**config.mk**
```make
export PLATFORM = sky130hd
export DESIGN_NAME = alu16_issue_flat
export DESIGN_NICKNAME = d
export VERILOG_FILES = /design/src/rtl/alu16_issue_if.sv /design/src/rtl/alu16_issue.sv /design/src/flat_wrapper.sv
export SDC_FILE = /design/constraint.sdc
export NUM_CORES = 1
export LEC_CHECK = 0
export CELL_PAD_IN_SITES_DETAIL_PLACEMENT = 1
export CELL_PAD_IN_SITES_GLOBAL_PLACEMENT = 1
export CORE_ASPECT_RATIO = 1.2
export CORE_UTILIZATION = 31
export CTS_CLUSTER_SIZE = 30
export DETAILED_ROUTE_END_ITERATION = 10
export GPL_TIMING_DRIVEN = 0
export PLACE_DENSITY_LB_ADDON = 0.25
export SLEW_MARGIN = 30
export SYNTH_ARGS = -nofsm -noshare
export SYNTH_HDL_FRONTEND = slang
export SYNTH_SLANG_ARGS = --single-unit
```
**constraint.sdc**
```tcl
create_clock -name clk -period 3.6 [get_ports clk]
set_input_delay 0.36 -clock clk [delete_from_list [all_inputs] [get_ports clk]]
set_output_delay 0.36 -clock clk [all_outputs]
set_load 0.03 [all_outputs]
```
**src/rtl/alu16_issue_if.sv**
```systemverilog
// Request/response/ALU-control bundle for the alu16_issue stage.
// The slave modport is the stage's own view; master is the environment side.
interface alu16_issue_if #(
    parameter int W = 16
);
    logic           in_valid;
    logic           in_ready;
    logic [2:0]     in_func;
    logic [W-1:0]   in_a;
    logic [W-1:0]   in_b;

    logic [W-1:0]   alu_a;
    logic [W-1:0]   alu_b;
    logic [1:0]     alu_op;
    logic           alu_binv;
    logic           alu_cin;
    logic [W-1:0]   alu_r;

    logic           out_valid;
    logic           out_ready;
    logic [W-1:0]   out_result;
    logic           out_err;
    logic           out_zero;
    logic           out_neg;
    logic           out_ovf;

    modport slave (
        input  in_valid, in_func, in_a, in_b, alu_r, out_ready,
        output in_ready, alu_a, alu_b, alu_op, alu_binv, alu_cin,
               out_valid, out_result, out_err, out_zero, out_neg, out_ovf
    );

    modport master (
        output in_valid, in_func, in_a, in_b, alu_r, out_ready,
        input  in_ready, alu_a, alu_b, alu_op, alu_binv, alu_cin,
               out_valid, out_result, out_err, out_zero, out_neg, out_ovf
    );
endinterface

```
**src/rtl/alu16_issue.sv**
```systemverilog
// Issue/capture stage around the bit-sliced ALU: accept, settle, capture, drain.
// Define ALU16_FLAGS_EN to build the zero/negative/overflow flag registers.
module alu16_issue #(
    parameter int W = 16
) (
    input  logic         clk,
    input  logic         reset,
    alu16_issue_if.slave bus
);
    typedef enum logic [1:0] {
        S_IDLE = 2'd0,
        S_EXEC = 2'd1,
        S_DONE = 2'd2
    } state_t;

    localparam logic [2:0] F_AND = 3'b000;
    localparam logic [2:0] F_OR  = 3'b001;
    localparam logic [2:0] F_ADD = 3'b010;
    localparam logic [2:0] F_SUB = 3'b011;
    localparam logic [2:0] F_SLT = 3'b100;

    localparam logic [1:0] OP_OR   = 2'b00;
    localparam logic [1:0] OP_LESS = 2'b01;
    localparam logic [1:0] OP_ADD  = 2'b10;
    localparam logic [1:0] OP_AND  = 2'b11;

    state_t       state_q, state_d;
    logic         settle_q, settle_d;
    logic [W-1:0] a_q, a_d;
    logic [W-1:0] b_q, b_d;
    logic [1:0]   op_q, op_d;
    logic         binv_q, binv_d;
    logic         cin_q, cin_d;
    logic         err_q, err_d;
    logic         valid_q, valid_d;
    logic [W-1:0] result_q, result_d;
    logic         out_err_q, out_err_d;

    logic [1:0]   dec_op;
    logic         dec_binv;
    logic         dec_cin;
    logic         dec_err;
    logic         accept;
    logic         capture;
    logic [W-1:0] cap_result;

    always_comb begin
        dec_op   = OP_OR;
        dec_binv = 1'b0;
        dec_cin  = 1'b0;
        dec_err  = 1'b0;
        case (bus.in_func)
            F_AND: dec_op = OP_AND;
            F_OR:  dec_op = OP_OR;
            F_ADD: dec_op = OP_ADD;
            F_SUB: begin
                dec_op   = OP_ADD;
                dec_binv = 1'b1;
                dec_cin  = 1'b1;
            end
            F_SLT: begin
                dec_op   = OP_LESS;
                dec_binv = 1'b1;
                dec_cin  = 1'b1;
            end
            default: dec_err = 1'b1;
        endcase
    end

    // EXEC spans the settle cycle plus the capture cycle, so the capture
    // edge lands two edges after accept.
    assign accept     = (state_q == S_IDLE) && bus.in_valid;
    assign capture    = (state_q == S_EXEC) && !settle_q;
    assign cap_result = err_q ? '0 : bus.alu_r;

    always_comb begin
        state_d   = state_q;
        settle_d  = settle_q;
        a_d       = a_q;
        b_d       = b_q;
        op_d      = op_q;
        binv_d    = binv_q;
        cin_d     = cin_q;
        err_d     = err_q;
        valid_d   = valid_q;
        result_d  = result_q;
        out_err_d = out_err_q;
        case (state_q)
            S_IDLE: begin
                if (bus.in_valid) begin
                    a_d      = bus.in_a;
                    b_d      = bus.in_b;
                    op_d     = dec_op;
                    binv_d   = dec_binv;
                    cin_d    = dec_cin;
                    err_d    = dec_err;
                    settle_d = 1'b1;
                    state_d  = S_EXEC;
                end
            end
            S_EXEC: begin
                if (settle_q) begin
                    settle_d = 1'b0;
                end else begin
                    result_d  = cap_result;
                    out_err_d = err_q;
                    valid_d   = 1'b1;
                    state_d   = S_DONE;
                end
            end
            S_DONE: begin
                if (bus.out_ready) begin
                    valid_d = 1'b0;
                    state_d = S_IDLE;
                end
            end
            default: state_d = S_IDLE;
        endcase
    end

    always_ff @(posedge clk or posedge reset) begin
        if (reset) begin
            state_q   <= S_IDLE;
            settle_q  <= 1'b0;
            a_q       <= '0;
            b_q       <= '0;
            op_q      <= OP_OR;
            binv_q    <= 1'b0;
            cin_q     <= 1'b0;
            err_q     <= 1'b0;
            valid_q   <= 1'b0;
            result_q  <= '0;
            out_err_q <= 1'b0;
        end else begin
            state_q   <= state_d;
            settle_q  <= settle_d;
            a_q       <= a_d;
            b_q       <= b_d;
            op_q      <= op_d;
            binv_q    <= binv_d;
            cin_q     <= cin_d;
            err_q     <= err_d;
            valid_q   <= valid_d;
            result_q  <= result_d;
            out_err_q <= out_err_d;
        end
    end

    assign bus.in_ready   = (state_q == S_IDLE);
    assign bus.alu_a      = a_q;
    assign bus.alu_b      = b_q;
    assign bus.alu_op     = op_q;
    assign bus.alu_binv   = binv_q;
    assign bus.alu_cin    = cin_q;
    assign bus.out_valid  = valid_q;
    assign bus.out_result = result_q;
    assign bus.out_err    = out_err_q;

`ifdef ALU16_FLAGS_EN
    logic [2:0] func_q, func_d;
    logic       zero_q, zero_d;
    logic       neg_q, neg_d;
    logic       ovf_q, ovf_d;

    // Overflow is judged against the operands actually held on alu_a/alu_b.
    always_comb begin
        func_d = func_q;
        zero_d = zero_q;
        neg_d  = neg_q;
        ovf_d  = ovf_q;
        if (accept) begin
            func_d = bus.in_func;
        end
        if (capture) begin
            zero_d = (cap_result == '0);
            neg_d  = cap_result[W-1];
            ovf_d  = 1'b0;
            if (func_q == F_ADD) begin
                ovf_d = (a_q[W-1] == b_q[W-1]) && (cap_result[W-1] != a_q[W-1]);
            end else if (func_q == F_SUB) begin
                ovf_d = (a_q[W-1] != b_q[W-1]) && (cap_result[W-1] != a_q[W-1]);
            end
        end
    end

    always_ff @(posedge clk or posedge reset) begin
        if (reset) begin
            func_q <= F_AND;
            zero_q <= 1'b0;
            neg_q  <= 1'b0;
            ovf_q  <= 1'b0;
        end else begin
            func_q <= func_d;
            zero_q <= zero_d;
            neg_q  <= neg_d;
            ovf_q  <= ovf_d;
        end
    end

    assign bus.out_zero = zero_q;
    assign bus.out_neg  = neg_q;
    assign bus.out_ovf  = ovf_q;
`else
    assign bus.out_zero = 1'b0;
    assign bus.out_neg  = 1'b0;
    assign bus.out_ovf  = 1'b0;
`endif
endmodule

```
**src/flat_wrapper.sv**
```systemverilog
// flat-port wrapper written by rule: the top's interface ports become plain ports
module alu16_issue_flat 
#(
    parameter int W = 16
)
  (clk, reset, bus_in_valid, bus_in_func, bus_in_a, bus_in_b, bus_alu_r, bus_out_ready, bus_in_ready, bus_alu_a, bus_alu_b, bus_alu_op, bus_alu_binv, bus_alu_cin, bus_out_valid, bus_out_result, bus_out_err, bus_out_zero, bus_out_neg, bus_out_ovf);
  alu16_issue_if #(.W(W)) bus_i ();
  input  logic clk;
  input  logic reset;
  input wire logic [$bits(bus_i.in_valid)-1:0] bus_in_valid;
  input wire logic [$bits(bus_i.in_func)-1:0] bus_in_func;
  input wire logic [$bits(bus_i.in_a)-1:0] bus_in_a;
  input wire logic [$bits(bus_i.in_b)-1:0] bus_in_b;
  input wire logic [$bits(bus_i.alu_r)-1:0] bus_alu_r;
  input wire logic [$bits(bus_i.out_ready)-1:0] bus_out_ready;
  output wire logic [$bits(bus_i.in_ready)-1:0] bus_in_ready;
  output wire logic [$bits(bus_i.alu_a)-1:0] bus_alu_a;
  output wire logic [$bits(bus_i.alu_b)-1:0] bus_alu_b;
  output wire logic [$bits(bus_i.alu_op)-1:0] bus_alu_op;
  output wire logic [$bits(bus_i.alu_binv)-1:0] bus_alu_binv;
  output wire logic [$bits(bus_i.alu_cin)-1:0] bus_alu_cin;
  output wire logic [$bits(bus_i.out_valid)-1:0] bus_out_valid;
  output wire logic [$bits(bus_i.out_result)-1:0] bus_out_result;
  output wire logic [$bits(bus_i.out_err)-1:0] bus_out_err;
  output wire logic [$bits(bus_i.out_zero)-1:0] bus_out_zero;
  output wire logic [$bits(bus_i.out_neg)-1:0] bus_out_neg;
  output wire logic [$bits(bus_i.out_ovf)-1:0] bus_out_ovf;
  assign bus_i.in_valid = bus_in_valid;
  assign bus_i.in_func = bus_in_func;
  assign bus_i.in_a = bus_in_a;
  assign bus_i.in_b = bus_in_b;
  assign bus_i.alu_r = bus_alu_r;
  assign bus_i.out_ready = bus_out_ready;
  assign bus_in_ready = bus_i.in_ready;
  assign bus_alu_a = bus_i.alu_a;
  assign bus_alu_b = bus_i.alu_b;
  assign bus_alu_op = bus_i.alu_op;
  assign bus_alu_binv = bus_i.alu_binv;
  assign bus_alu_cin = bus_i.alu_cin;
  assign bus_out_valid = bus_i.out_valid;
  assign bus_out_result = bus_i.out_result;
  assign bus_out_err = bus_i.out_err;
  assign bus_out_zero = bus_i.out_zero;
  assign bus_out_neg = bus_i.out_neg;
  assign bus_out_ovf = bus_i.out_ovf;
  alu16_issue #(.W(W)) u_core (.clk(clk), .reset(reset), .bus(bus_i));
endmodule
```
==> run metrics, run 1 <==
outcome finished, final reports clean; pre-CTS WS 1668 ps; initial antenna violation count 0; setup violators final 0; total length of routed wires 6523 µm; io pins 113; Synth area leader dfrtp_1; CTS sink count 57; Fill cells 822; post-CTS setup buffers 0; DRC 0; Async SR Flop Fraction 100.0%; max-slew violations 0; crit start category flip-flop; Required @ worst endpoint 3240 ps; Die Span X 81.90 µm; Cells after Synth 250; Warnings, synthesis 0; register area 1426 µm²; Cell Rows 34; gr usage total 18.52%; CTS resizes 0; die height 97.88 µm; Crit path arrival time 1600 ps; drt first pass iters 2; vias 2109; area taken by multi-input logic gates 804.5 µm²; layout cell share with drive strength beyond 1 11.64%; ANT cells 0; Clock Latency Late Sink 320 ps; H-tree levels 3; Clock transition at path regs 70 ps; CTS root buf clkbuf_8; DP HPWL 4826 µm; Synth Flop Type dfrtp_1; synth top area cells dfrtp_1 60%, nand2_1 19%, nand2b_1 4.2%; leak pwr 0.001815 µW; Synth-to-Final Area Change 61.59%; post-synthesis sequential area ratio 60.06%; max cap viols 0; initial DRC count 50; Tcrit/Tclk final 54.37%; WL met1 2639 µm; highest routed layer met4; vias in the first global route 2342; Syn Std Cell Area 2375 µm²; drt via density 4.506; worst r2r src u_core.state_q[0]$_DFFE_PP0P_; largest net degree at the start of global routing 40; count of different cell masters after synthesis 22; PD cells 968.2 nW/µm²; list of most frequent post-synthesis cells 118 x nand2_1, 57 x dfrtp_1, 16 x nand2b_1; RSZ-0062 raised after global routing false; first-pass GRT wire length 11250 µm; Final min period 1957 ps; Final TNS setup 0 ps; EDFF count, synth 0; worst setup margin 1643 ps; r2r setup slk 2120 ps; GRT overflow 0; # port buffers 109; clock buffer depth 2; Syn Area/Cell 9.499 µm²; CORE AREA 7317 µm²; met2 WL 3377 µm; Yosys reg bits 57; Clock Skew 8.944 ps; Hold Vio Cnt, Final 0; Routability Congestion 0.6766; TritonCTS clock tree done; critical path class reg2out; DR WL/cell 13.94 µm; CTS Buf Count 9; crit path from u_core.state_q[0]$_DFFE_PP0P_; total die area 8016 µm²; Worst Path Max Fanout 9; Synth top area share 60.06%; Hold-fix buffers, CTS 0; WL met3 345 µm; Final Hold Slack 329.7 ps; Initial Utilization 32.46%; worst-case reg-to-reg path depth 5; peak supply drop 0.4341 mV; Hold Path Class in2async; fmax 0.5109 GHz; Critical R2R Capture u_core.bus.alu_b[2]$_DFFE_PP0P_; Critical Path Sink Type output pin; Post-DRT Antenna Nets 0; count leader, synth nand2_1; Final #Nets 428
[routing by layer]
| layer | track usage [%] | up-vias |
|---|---|---|
| met1 | 21.48 | 1013 |
| met3 | 4.206 | 13 |
| li1 | - | 1013 |
| met4 | 8.907 | 0 |
| met5 | 0 | - |
| met2 | 31.40 | 70 |
[worst max-delay path by stage]
stage	slack, ps	cells past startpoint	end
floorplan	1840	1	u_core.bus.alu_a[0]$_DFFE_PP0P_
global placement	640	2	u_core.bus.alu_b[5]$_DFFE_PP0P_
detailed placement	1670	5	u_core.bus.alu_b[14]$_DFFE_PP0P_
CTS	1600	3	bus_in_ready
global route	1570	3	bus_in_ready
finish	1640	3	bus_in_ready
[area by class of cell]
cell class | instances | share of cell area, %
multi-input cells | 174 | 20.97
flip-flops and latches | 57 | 37.17
plain buffers | 17 | 3.554
repair buffers | 110 | 28.95
well taps | 90 | 2.934
clock buffers | 11 | 3.945
inverters | 4 | 0.4565
clock inverters | 5 | 2.022
[sequential cells by signal, summed over array words and instances (netlist names)]
name,flops
u_core.bus.out_err,1
u_core.err_q,1
u_core.bus.alu_a,16
u_core.bus.alu_b,16
u_core.bus.out_result,16
u_core.bus.out_valid,1
u_core.state_q,2
u_core.settle_q,1
u_core.bus.alu_cin,1
u_core.bus.alu_op,2
[cell families after synthesis]
kind of cell | synth area share, %
AO/OA/AOI/OAI | 7.007
buffers and inverters | 6.374
flip-flops | 60.06
multiplexers | 1.054
other | 0.1579
AND/OR/NAND/NOR | 25.34
[power by group]
| group | switching, µW | internal [µW] |
|---|---|---|
| clock network | 256 | 425 |
| registers | 174 | 938 |
| logic | 1110 | 810 |
[worst max-delay path, cell delays in order, from the launching register on]
cell	delay, ps
dfrtp_1	360
buf_4	160
nor2_1	90
clkdlybuf4s50_1	670
[through the flow]
stage | utilization [%] | instances | total power, µW | area [µm²]
floorplan | - | 252 | 2243 | 2382
CTS | 52.45 | 468 | 3780 | 3837
global placement | 49.01 | 451 | 3009 | 3586
global route | 52.45 | 468 | 3965 | 3837
detailed placement | 49.32 | 452 | 3076 | 3608
finish | 52.45 | 468 | 3715 | 3837
[cell usage in the layout (no fill, tap or decap), drive strengths merged]
cell             n
buf             17
bufinv           2
or3b             2
mux2             1
conb             3
clkbuf          12
nor3b            1
nand2          118
nor2b            1
mux2i            1
a21oi            3
nand2b          16
clkinv           2
dfrtp           57
clkinvlp         1
a31oi            1
o21ai           20
inv              4
o31ai            2
clkdlybuf4s50  109
nor2             4
nand3b           1
Power figures use the tool's default switching activity.
==> inputs of run 2 (changes only) <==
--- a/config.mk
+++ b/config.mk
@@ -8,7 +8,7 @@
 export CELL_PAD_IN_SITES_DETAIL_PLACEMENT = 1
 export CELL_PAD_IN_SITES_GLOBAL_PLACEMENT = 1
 export CORE_ASPECT_RATIO = 1.2
-export CORE_UTILIZATION = 31
+export CORE_UTILIZATION = 26
 export CTS_CLUSTER_SIZE = 30
 export DETAILED_ROUTE_END_ITERATION = 10
 export GPL_TIMING_DRIVEN = 0
==> constraint.sdc (replaced) <==
create_clock -name clk -period 1.7 [get_ports clk]
set_input_delay 0.17 -clock clk [delete_from_list [all_inputs] [get_ports clk]]
set_output_delay 0.17 -clock clk [all_outputs]
set_load 0.03 [all_outputs]
==> run metrics, run 2 (synthesis gave the netlist of run 1 again) <==
outcome finished, final reports clean; vias in the first global route 2170; CTS root buf clkbuf_8; setup violators final 0; total die area 9522 µm²; r2r setup slk 210 ps; die height 106.7 µm; Synth-to-Final Area Change 61.85%; Cell Rows 37; DR WL/cell 13.11 µm; CTS sink count 57; total power 7660 µW; Crit path arrival time 1400 ps; Critical R2R Capture u_core.bus.alu_b[0]$_DFFE_PP0P_; CTS resizes 2; Routability Congestion 0.6862; crit start category flip-flop; fin cells 495; cell family with most CP delay buffers and inverters; fmax 0.6362 GHz; vias 2085; worst slew pin tran 501.3 ps; max cap viols 0; drt first pass iters 4; critical-path cell list clkdlybuf4s50_1; clock buffer depth 2; commonest cells after routing, fill and taps aside 118 x nand2_1, 107 x clkdlybuf4s50_1, 57 x dfrtp_1; CORE AREA 8703 µm²; Final Hold Slack 129.1 ps; total length of routed wires 6489 µm; Tcrit/Tclk final 92.47%; leak pwr 0.001801 µW; worst-case reg-to-reg path depth 5; Die Span X 89.25 µm; first-pass GRT wire length 10350 µm; GRT overflow 0; # port buffers 109; Critical Path Sink Type output pin; worst rel slew slack 66.43%; peak supply drop 0.7069 mV; critical path's largest stage delay 700 ps; RSZ-0062 raised after global routing false; PD cells 1993 nW/µm²; Required @ worst endpoint 1530 ps; H-tree levels 3; Post-DRT Antenna Nets 0; drt via density 4.212; commonest non-fill, non-tap cell in the layout nand2_1; critical path class reg2out; TritonCTS clock tree done; CTS Buf Count 9; crit path max-delay cell type clkdlybuf4s50_1; post-CTS setup buffers 0; Buf/Inv on CP 1; max-slew violations 0; Clock Skew 12.36 ps; Initial Utilization 27.29%; DP HPWL 4830 µm; Final #Nets 428; DRC 0; Clock transition at path regs 70 ps; placed cell count 479; Hold-fix buffers, CTS 0; io pins 113; ANT cells 0; worst r2r src u_core.state_q[0]$_DFFE_PP0P_; Hold Path Class in2async; Hold Vio Cnt, Final 0; layout cell share with drive strength beyond 1 11.38%; Clock Latency Late Sink 340 ps; largest net degree at the start of global routing 41; gr usage total 14.60%; Worst Path Max Fanout 3; initial antenna violation count 0; Final min period 1572 ps; initial DRC count 40
## run 2: cell count changes in the layout (fill, tap and decap cells not counted)
| cell | previous run | this run |
|---|---|---|
| bufinv_16 | 2 | 1 |
| clkbuf_8 | 11 | 10 |
| buf_12 | 1 | 0 |
| dlygate4sd2_1 | 0 | 2 |
| buf_16 | 0 | 1 |
| clkbuf_1 | 1 | 2 |
| clkinvlp_4 | 1 | 2 |
| clkdlybuf4s50_1 | 109 | 107 |
## run 2: report_power, final
| group | internal (µW) | switching, µW | leakage (µW) |
|---|---|---|---|
| combinational | 1700 | 2340 | 0.000997 |
| sequential | 1990 | 356 | 0.000708 |
| clock | 712 | 564 | 0.0000953 |
| total | 4400 | 3270 | 0.00180 |
## run 2: cell type report
type / instances / area (µm²)
buffer: 17 / 136.4
inverter: 4 / 17.52
tap: 117 / 146.4
clock buffer: 11 / 141.4
multi-input combinational: 174 / 804.5
sequential: 57 / 1426
fill: 1039 / 4860
timing repair buffer: 110 / 1116
clock inverter: 5 / 55.05
## run 2: stage by stage
step	util (%)	area [µm²]	setup WS (ps)	setup TNS, ps
floorplan	-	2382	130.4	0
global placement	41.59	3620	-1139	-66200
detailed placement	41.94	3650	-99.83	-2160
CTS	44.16	3844	92.63	0
global route	44.16	3844	2.417	0
finish	44.16	3844	128.1	0
## run 2: routing by layer
layer | part of all wire [%] | global-route usage (%)
met1 | 42 | 17.41
met2 | 49 | 23.39
met3 | 6.8 | 4.003
met4 | 2.2 | 8.163
met5 | 0 | 0
## run 2: worst max path at each step
stage | from | end | slack [ps] | cells after the start
3_3_place_gp | reset | u_core.bus.alu_b[4]$_DFFE_PP0P_ | -1140 | 2
6_report | u_core.bus.alu_cin$_DFFE_PP0P_ | bus_alu_binv | 130 | 1
5_1_grt | u_core.state_q[0]$_DFFE_PP0P_ | u_core.bus.alu_a[9]$_DFFE_PP0P_ | 2 | 5
3_5_place_dp | bus_in_valid | u_core.bus.alu_b[0]$_DFFE_PP0P_ | -100 | 5
2_1_floorplan | reset | u_core.bus.alu_a[0]$_DFFE_PP0P_ | 130 | 1
4_1_cts | u_core.bus.alu_cin$_DFFE_PP0P_ | bus_alu_binv | 90 | 1
